**config.mk**
```make
export PLATFORM = sky130hd
export DESIGN_NAME = mu0_sequencer
export DESIGN_NICKNAME = d
export VERILOG_FILES = /design/src/rtl/mu0_sequencer.sv
export SDC_FILE = /design/constraint.sdc
export NUM_CORES = 1
export LEC_CHECK = 0
export ABC_AREA = 1
export CAP_MARGIN = 20
export CORE_AREA = 8 8 89 91
export DETAILED_ROUTE_END_ITERATION = 7
export DIE_AREA = 0 0 97 99
export PLACE_DENSITY = 0.73
export SLEW_MARGIN = 20
export SYNTH_ARGS = -nofsm -noshare
export SYNTH_HDL_FRONTEND = slang
export SYNTH_SLANG_ARGS = --single-unit
```
**constraint.sdc**
```tcl
create_clock -name clk -period 1.15 [get_ports clk]
set_input_delay 0.1725 -clock clk [delete_from_list [all_inputs] [get_ports clk]]
set_output_delay 0.1725 -clock clk [all_outputs]
set_load 0.05 [all_outputs]
```
**src/rtl/mu0_sequencer.sv**
```systemverilog
// MU0 fetch/decode sequencer: owns PC, IR and operand register, runs the
// FETCH/EXEC1/EXEC2/HALT machine and executes memory, jump and stop opcodes.
module mu0_sequencer #(
  parameter int                    PC_WIDTH = 12,
  parameter logic [PC_WIDTH-1:0]   RESET_PC = '0
) (
  input  logic                clk,
  input  logic                reset,
  input  logic [15:0]         memdata,
  input  logic [15:0]         accdata,
  input  logic                skipstatus,
  output logic [15:0]         instruction,
  output logic                fetch,
  output logic                exec1,
  output logic                exec2,
  output logic [PC_WIDTH-1:0] pc,
  output logic [PC_WIDTH-1:0] addr,
  output logic                memwr,
  output logic [15:0]         operand,
  output logic                accwen,
  output logic                halted
);

  localparam logic [1:0] S_FETCH = 2'd0;
  localparam logic [1:0] S_EXEC1 = 2'd1;
  localparam logic [1:0] S_EXEC2 = 2'd2;
  localparam logic [1:0] S_HALT  = 2'd3;

  localparam logic [3:0] OP_LDA = 4'h0;
  localparam logic [3:0] OP_STA = 4'h1;
  localparam logic [3:0] OP_ADD = 4'h2;
  localparam logic [3:0] OP_SUB = 4'h3;
  localparam logic [3:0] OP_JMP = 4'h4;
  localparam logic [3:0] OP_JMI = 4'h5;
  localparam logic [3:0] OP_JEQ = 4'h6;
  localparam logic [3:0] OP_STP = 4'h7;

  logic [1:0]          state;
  logic [1:0]          state_next;
  logic [15:0]         ir;
  logic [3:0]          opcode;
  logic                is_load_op;
  logic                is_mem_op;
  logic                take_jump;
  logic [PC_WIDTH-1:0] target;

  assign opcode     = ir[15:12];
  assign is_load_op = (opcode == OP_LDA) || (opcode == OP_ADD) || (opcode == OP_SUB);
  assign is_mem_op  = is_load_op || (opcode == OP_STA);
  assign target     = PC_WIDTH'(ir[11:0]);

  // Reset overrides the decode so the reset cycle itself already looks like
  // FETCH at RESET_PC and can never commit a store.
  assign fetch       = reset || (state == S_FETCH);
  assign exec1       = !reset && (state == S_EXEC1);
  assign exec2       = !reset && (state == S_EXEC2);
  assign halted      = !reset && (state == S_HALT);
  assign instruction = reset ? 16'h0000 : ir;

  assign memwr  = exec1 && (opcode == OP_STA) && !skipstatus;
  assign accwen = exec2 && !skipstatus;

  assign take_jump = exec1 && !skipstatus &&
                     ((opcode == OP_JMP) ||
                      ((opcode == OP_JMI) && accdata[15]) ||
                      ((opcode == OP_JEQ) && (accdata == 16'h0000)));

  always_comb begin
    if (reset)
      addr = RESET_PC;
    else if ((exec1 && is_mem_op) || (exec2 && is_load_op))
      addr = target;
    else
      addr = pc;
  end

  // NOTE: next_state gets a default before the case so no path leaves it
  // unassigned; otherwise synthesis infers a latch.
  always_comb begin
    state_next = state;
    case (state)
      S_FETCH: state_next = S_EXEC1;
      S_EXEC1: begin
        if (is_load_op)
          state_next = S_EXEC2;
        else if ((opcode == OP_STP) && !skipstatus)
          state_next = S_HALT;
        else
          state_next = S_FETCH;
      end
      S_EXEC2: state_next = S_FETCH;
      default: state_next = S_HALT;
    endcase
  end

  // NOTE: all registered state uses non-blocking assignments so every
  // register samples pre-edge values, independent of statement order.
  always_ff @(posedge clk) begin
    if (reset) begin
      state   <= S_FETCH;
      pc      <= RESET_PC;
      ir      <= 16'h0000;
      operand <= 16'h0000;
    end else begin
      state <= state_next;
      if (state == S_FETCH) begin
        ir <= memdata;
        pc <= pc + 1'b1;
      end
      if (take_jump)
        pc <= target;
      if ((state == S_EXEC1) && is_load_op)
        operand <= memdata;
    end
  end

endmodule

```
Yosys cells after proc, flatten, opt, wreduce, memory -nomap -nowiden. Cells that the tools add are included.

Flip-flop bits (word level): 46. Latch bits: 0. Memory bits (writable): 0. Bits in read-only memories: 0. Output and inout bits: 62. Word-level logic and storage cells: 50. Memories: 0.

Add/sub/neg operators: 1. Multiply operators: 0. Divide/modulo/power cells: 0. $lt $le $gt $ge: 0. Eq/ne operators: 10. Shifts and indexed selects: 0. Multiplexer cells: 8. Bitwise operators: 0. Reductions and logical operators: 27.

Operator list (number): 12-bit 2-to-1 mux (4); 4-bit by 3-bit == test with 1-bit output, second input constant (4); 16-bit logical NOT (1); 16-bit 2-to-1 mux (1); 1-bit logical AND (14); 12-bit by 1-bit adder with 12-bit output, second input constant (1); 4-bit by 2-bit == test with 1-bit output, second input constant (2); 1-bit logical OR (7); 2-bit case mux with 3 select lines (1); 2-bit == test, second input constant (2); 4-bit by 1-bit == test with 1-bit output, second input constant (1); 4-bit logical NOT (1); 2-bit 2-to-1 mux (2); 2-bit by 1-bit == test with 1-bit output, second input constant (1); 1-bit logical NOT (2); 2-bit logical NOT (1); 2-bit nonzero test (1).

Longest topological paths before layout.
Depth after elaboration: 8. Gate-level depth with buffers: 10.

Worst setup path before layout. No wires, ideal clock.

Path type: register to output. Start point: register state[0]. End point: output port addr[3]. Arrival: 2424 ps. Slack: -1447 ps. Cell stages (with the launch flop): 9. Cell sequence: dfxtp_1 -> inv_1 -> nand2_1 -> nor2_1 -> nand2_1 -> nand2_2 -> buf_4 -> o21ai_0 -> a21oi_1.

Word-level cells in the longest chain between the ends: 6.

RTL lines: from (decl) (RTL line 38) `logic [1:0] state;`; from (signal assigned) (RTL line 105) `state <= state_next;`; 2-bit == test (RTL line 56) `assign exec2 = !reset && (state == S_EXEC2);`; 1-bit logical AND (RTL line 56); net exec2 (RTL line 15) `output logic exec2,`; 1-bit logical AND (RTL line 71) `else if ((exec1 && is_mem_op) || (exec2 && is_load_op))`; 1-bit logical OR (RTL line 71); 12-bit 2-to-1 mux (RTL line 71); 12-bit 2-to-1 mux (RTL line 69) `if (reset)`; to (decl) (RTL line 17) `output logic [PC_WIDTH-1:0] addr,`.

The timed path passes the listed nets, and every way through them passes these cells.

Worst setup path after layout.
Start point: register state[1]. End point: output port addr[1].

Word-level cells in the longest chain between the ends: 6.

RTL lines (RTL line): 2-bit by 1-bit == test with 1-bit output / 2-bit == test (equally long branches) (55, 56); 1-bit logical AND (on tied branches) (55, 56); 1-bit logical AND (71); 1-bit logical OR (*) (71); 12-bit 2-to-1 mux (*) (71); 12-bit 2-to-1 mux (*) (69).

Every way passes the cells marked *; elsewhere a longest branch is shown, timed or not.

==> key figures <==
STA
  – Final hold vios: 0
  – Final setup fails: 83
  – Final Skew: 0.0133 ns
  – Rel. slew slack: 0.776
  – Least-Margin Pin Slew: 0.333 ns
  – WHS: 0.422 ns
  – Highest Clock Rate: 505 MHz
  – Slew Limit Fails: 0
  – RSZ-0062 raised after global routing: true
  – Min Tclk post-route: 1.98 ns
  – Final period util: 1.72
  – Final WS setup: -0.829 ns
  – TNS Setup: -30.15 ns

Place
  – RD Place Congestion: 0.853
  – Worst slack, placed: -0.493 ns
  – Hpwl dp: 7320 um
  – IO Port Bufs: 96

Power and ir drop
  – Worst VDD drop: 0.000969 V
  – Pint: 3.66 mW
  – Static Leak: 2.31 nW
  – PwrDens: 1100 nW/um2
  – Share of total power in the clock network: 0.168
  – Sw Share: 0.423
  – Sw power: 2.68 mW
  – Comb pwr share: 0.521
  – Seq pwr share: 0.310
  – Final Power: 6.34 mW

CTS
  – Clock Pin Slew Worst Setup and Hold Paths: 0.10 ns
  – CTS tree: built
  – Root Buffer: clkbuf_8
  – CTS sink count: 46
  – Cts bufs inserted: 5
  – Number of hold buffers added after CTS: 0
  – H-tree depth: 2
  – Worst skew pair latency: 0.32 ns
  – Clock buffer depth: 2

Layout
  – Final nets: 583
  – Diode count: 0
  – # fillers: 263
  – Most frequent cells in the layout: buf_4 (60), buf_12 (59), nor2_1 (51), nand2_1 (38), clkdlybuf4s50_1 (33)
  – Share of cells above drive strength 1: 0.595
  – Area delta synth->final: 130%
  – Leading cell type in the layout, fill and taps excluded: buf_4

Synthesis
  – Syn Nets: 406
  – Mean Syn Cell Area: 6.78 um2
  – Synth top area share: 0.367
  – Mapped cell area: 2510 um2
  – Post-Syn Instances: 370
  – Ranking of synthesized cells by area: dfxtp_1 (37%), nor2_1 (11%), o21ai_0 (8.4%)
  – Yosys reg bits: 46
  – Largest area contributor in the netlist: dfxtp_1
  – Ys Warns: 0
  – Synth cell types: 31
  – Post-synthesis sequential area ratio: 0.367

Detailed routing
  – Via count: 3,636
  – Number of iterations in the first detailed-routing pass: 5
  – Vias per inst: 5.79
  – WL/cell: 22.6 um
  – DRC violations left: 0
  – Routed wire length: 14,200 um
  – Routed Antenna Nets: 0
  – Initial DRC Count: 288

Floorplan
  – Starting Density: 0.382
  – Die area: 9600 um2
  – Die Span Y: 99 um
  – Row Count: 30
  – Core Region: 6570 um2
  – IO Pins: 97
  – Die W: 97 um

Global routing
  – Initial antenna violation count: 0
  – First-pass GRT wire length: 18,500 um
  – Grt total ovfl: 0
  – Vias in the first global route: 3,547
  – GRT Total Usage: 0.236
  – Largest net degree at the start of global routing: 26

Status
  – Failing checks: negative setup slack
  – Outcome: finished, violations left

Setup path
  – Worst Setup Start Kind: flop
  – Crit path kind: reg -> out
  – Worst Path Required: 0.98 ns
  – CP Max Fanout: 7
  – Crit path DAT: 1.81 ns
  – Crit end category: output pin

Worst hold path
  – Hold Crit Class: in -> reg

Job
  – Max-cap violation count: 0
final timing paths:
path                                           from                  end  slack [ns]  depth (start not counted)
worst max-delay path            state[1]$_SDFF_PP0_              addr[1]       -0.83                          9
worst min-delay path                          reset  pc[10]$_SDFFE_PP0P_        0.42                          3
worst max register to register  state[1]$_SDFF_PP0_   pc[3]$_SDFFE_PP0P_       -0.59                         12
worst min register to register   ir[5]$_SDFFE_PP0P_   ir[5]$_SDFFE_PP0P_        0.53                          2
flip-flops by register name (all words and copies together), names as in the netlist:
name / cells
ir: 16
operand: 16
pc: 12
state: 2
kinds of logic after synthesis:
logic type | count (synthesis) | synth area share
buf+inv | 63 | 0.122
compound gates | 91 | 0.197
fa+ha+maj | 1 | 0.00498
simple gates | 167 | 0.303
flops | 46 | 0.367
xor+xnor | 2 | 0.00698
power by group through the flow:
| stage | sequential, mW | clock [mW] | combinational (mW) |
|---|---|---|---|
| 6_report | 1.97 | 1.07 | 3.31 |
| 3_5_place_dp | 1.95 | 0 | 2.64 |
| 4_1_cts | 1.94 | 1.00 | 2.95 |
| 3_3_place_gp | 1.94 | 0 | 2.59 |
| 5_1_grt | 1.98 | 1.12 | 3.42 |
| 2_1_floorplan | 2.22 | 0 | 1.14 |
worst max-delay path: stages, from the launching register on:
cell and delay (ns):
dfxtp_4 0.39, inv_4 0.07, nand2_4 0.05, nor2_4 0.15, nand3_4 0.15, nand2_8 0.13, buf_12 0.16, o21ai_4 0.07
a21oi_4 0.13, buf_6 0.17
layout make-up:
| class | count | area, um2 | area share |
|---|---|---|---|
| clock inverter | 2 | 13.8 | 0.00238 |
| inverter | 42 | 211 | 0.0366 |
| multi-input combinational | 262 | 1980 | 0.342 |
| timing repair inverter | 1 | 3.75 | 0.000650 |
| timing repair buffer | 189 | 2410 | 0.418 |
| sequential | 46 | 987 | 0.171 |
| clock buffer | 6 | 72.6 | 0.0126 |
| tap | 80 | 100 | 0.0173 |
Yosys cell counts:
| master | n |
|---|---|
| clkbuf_1 | 7 |
| or2_2 | 1 |
| buf_6 | 2 |
| o21ai_1 | 5 |
| dfxtp_1 | 46 |
| nor4_1 | 1 |
| nand3b_1 | 1 |
| buf_2 | 4 |
| nand3_2 | 9 |
| xnor2_1 | 1 |
| a21oi_1 | 33 |
| nand4_1 | 3 |
| ha_1 | 1 |
| nand2_2 | 2 |
| o21bai_1 | 2 |
| nand3_1 | 27 |
| buf_1 | 1 |
| clkbuf_8 | 4 |
| nor2_4 | 2 |
| nor2_1 | 72 |
| nor2_2 | 1 |
| buf_4 | 2 |
| xor2_1 | 1 |
| inv_2 | 4 |
| nor3_1 | 3 |
| o21ai_0 | 42 |
| o21ai_2 | 1 |
| clkbuf_2 | 1 |
| nand2_1 | 45 |
| inv_1 | 38 |
| a21oi_2 | 8 |
metrics by stage:
| step | instance area (um2) | cells | util |
|---|---|---|---|
| floorplan | 2980 | 370 | - |
| global placement | 4860 | 588 | 0.739 |
| detailed placement | 4860 | 588 | 0.739 |
| CTS | 5380 | 612 | 0.819 |
| global route | 5780 | 628 | 0.880 |
| finish | 5780 | 628 | 0.880 |
layer usage:
layer  GRT usage  vias to the layer above  routed length (um)
li1            -                     1559                   -
met1       0.250                     1728                4920
met2       0.430                      270                7170
met3      0.0602                       79                1230
met4       0.102                        0                 875
met5           0                        -                   0
what timing repair did:
item | in CTS | in global routing
resized for setup | 119 | 70
pin swaps | 13 | 18
endpoints found under the setup margin | 83 | 88
buffers inserted | 13 | 16
cloned | 3 | 1
endpoints found under the hold margin | 0 | 0
Power figures use the tool's default switching activity.
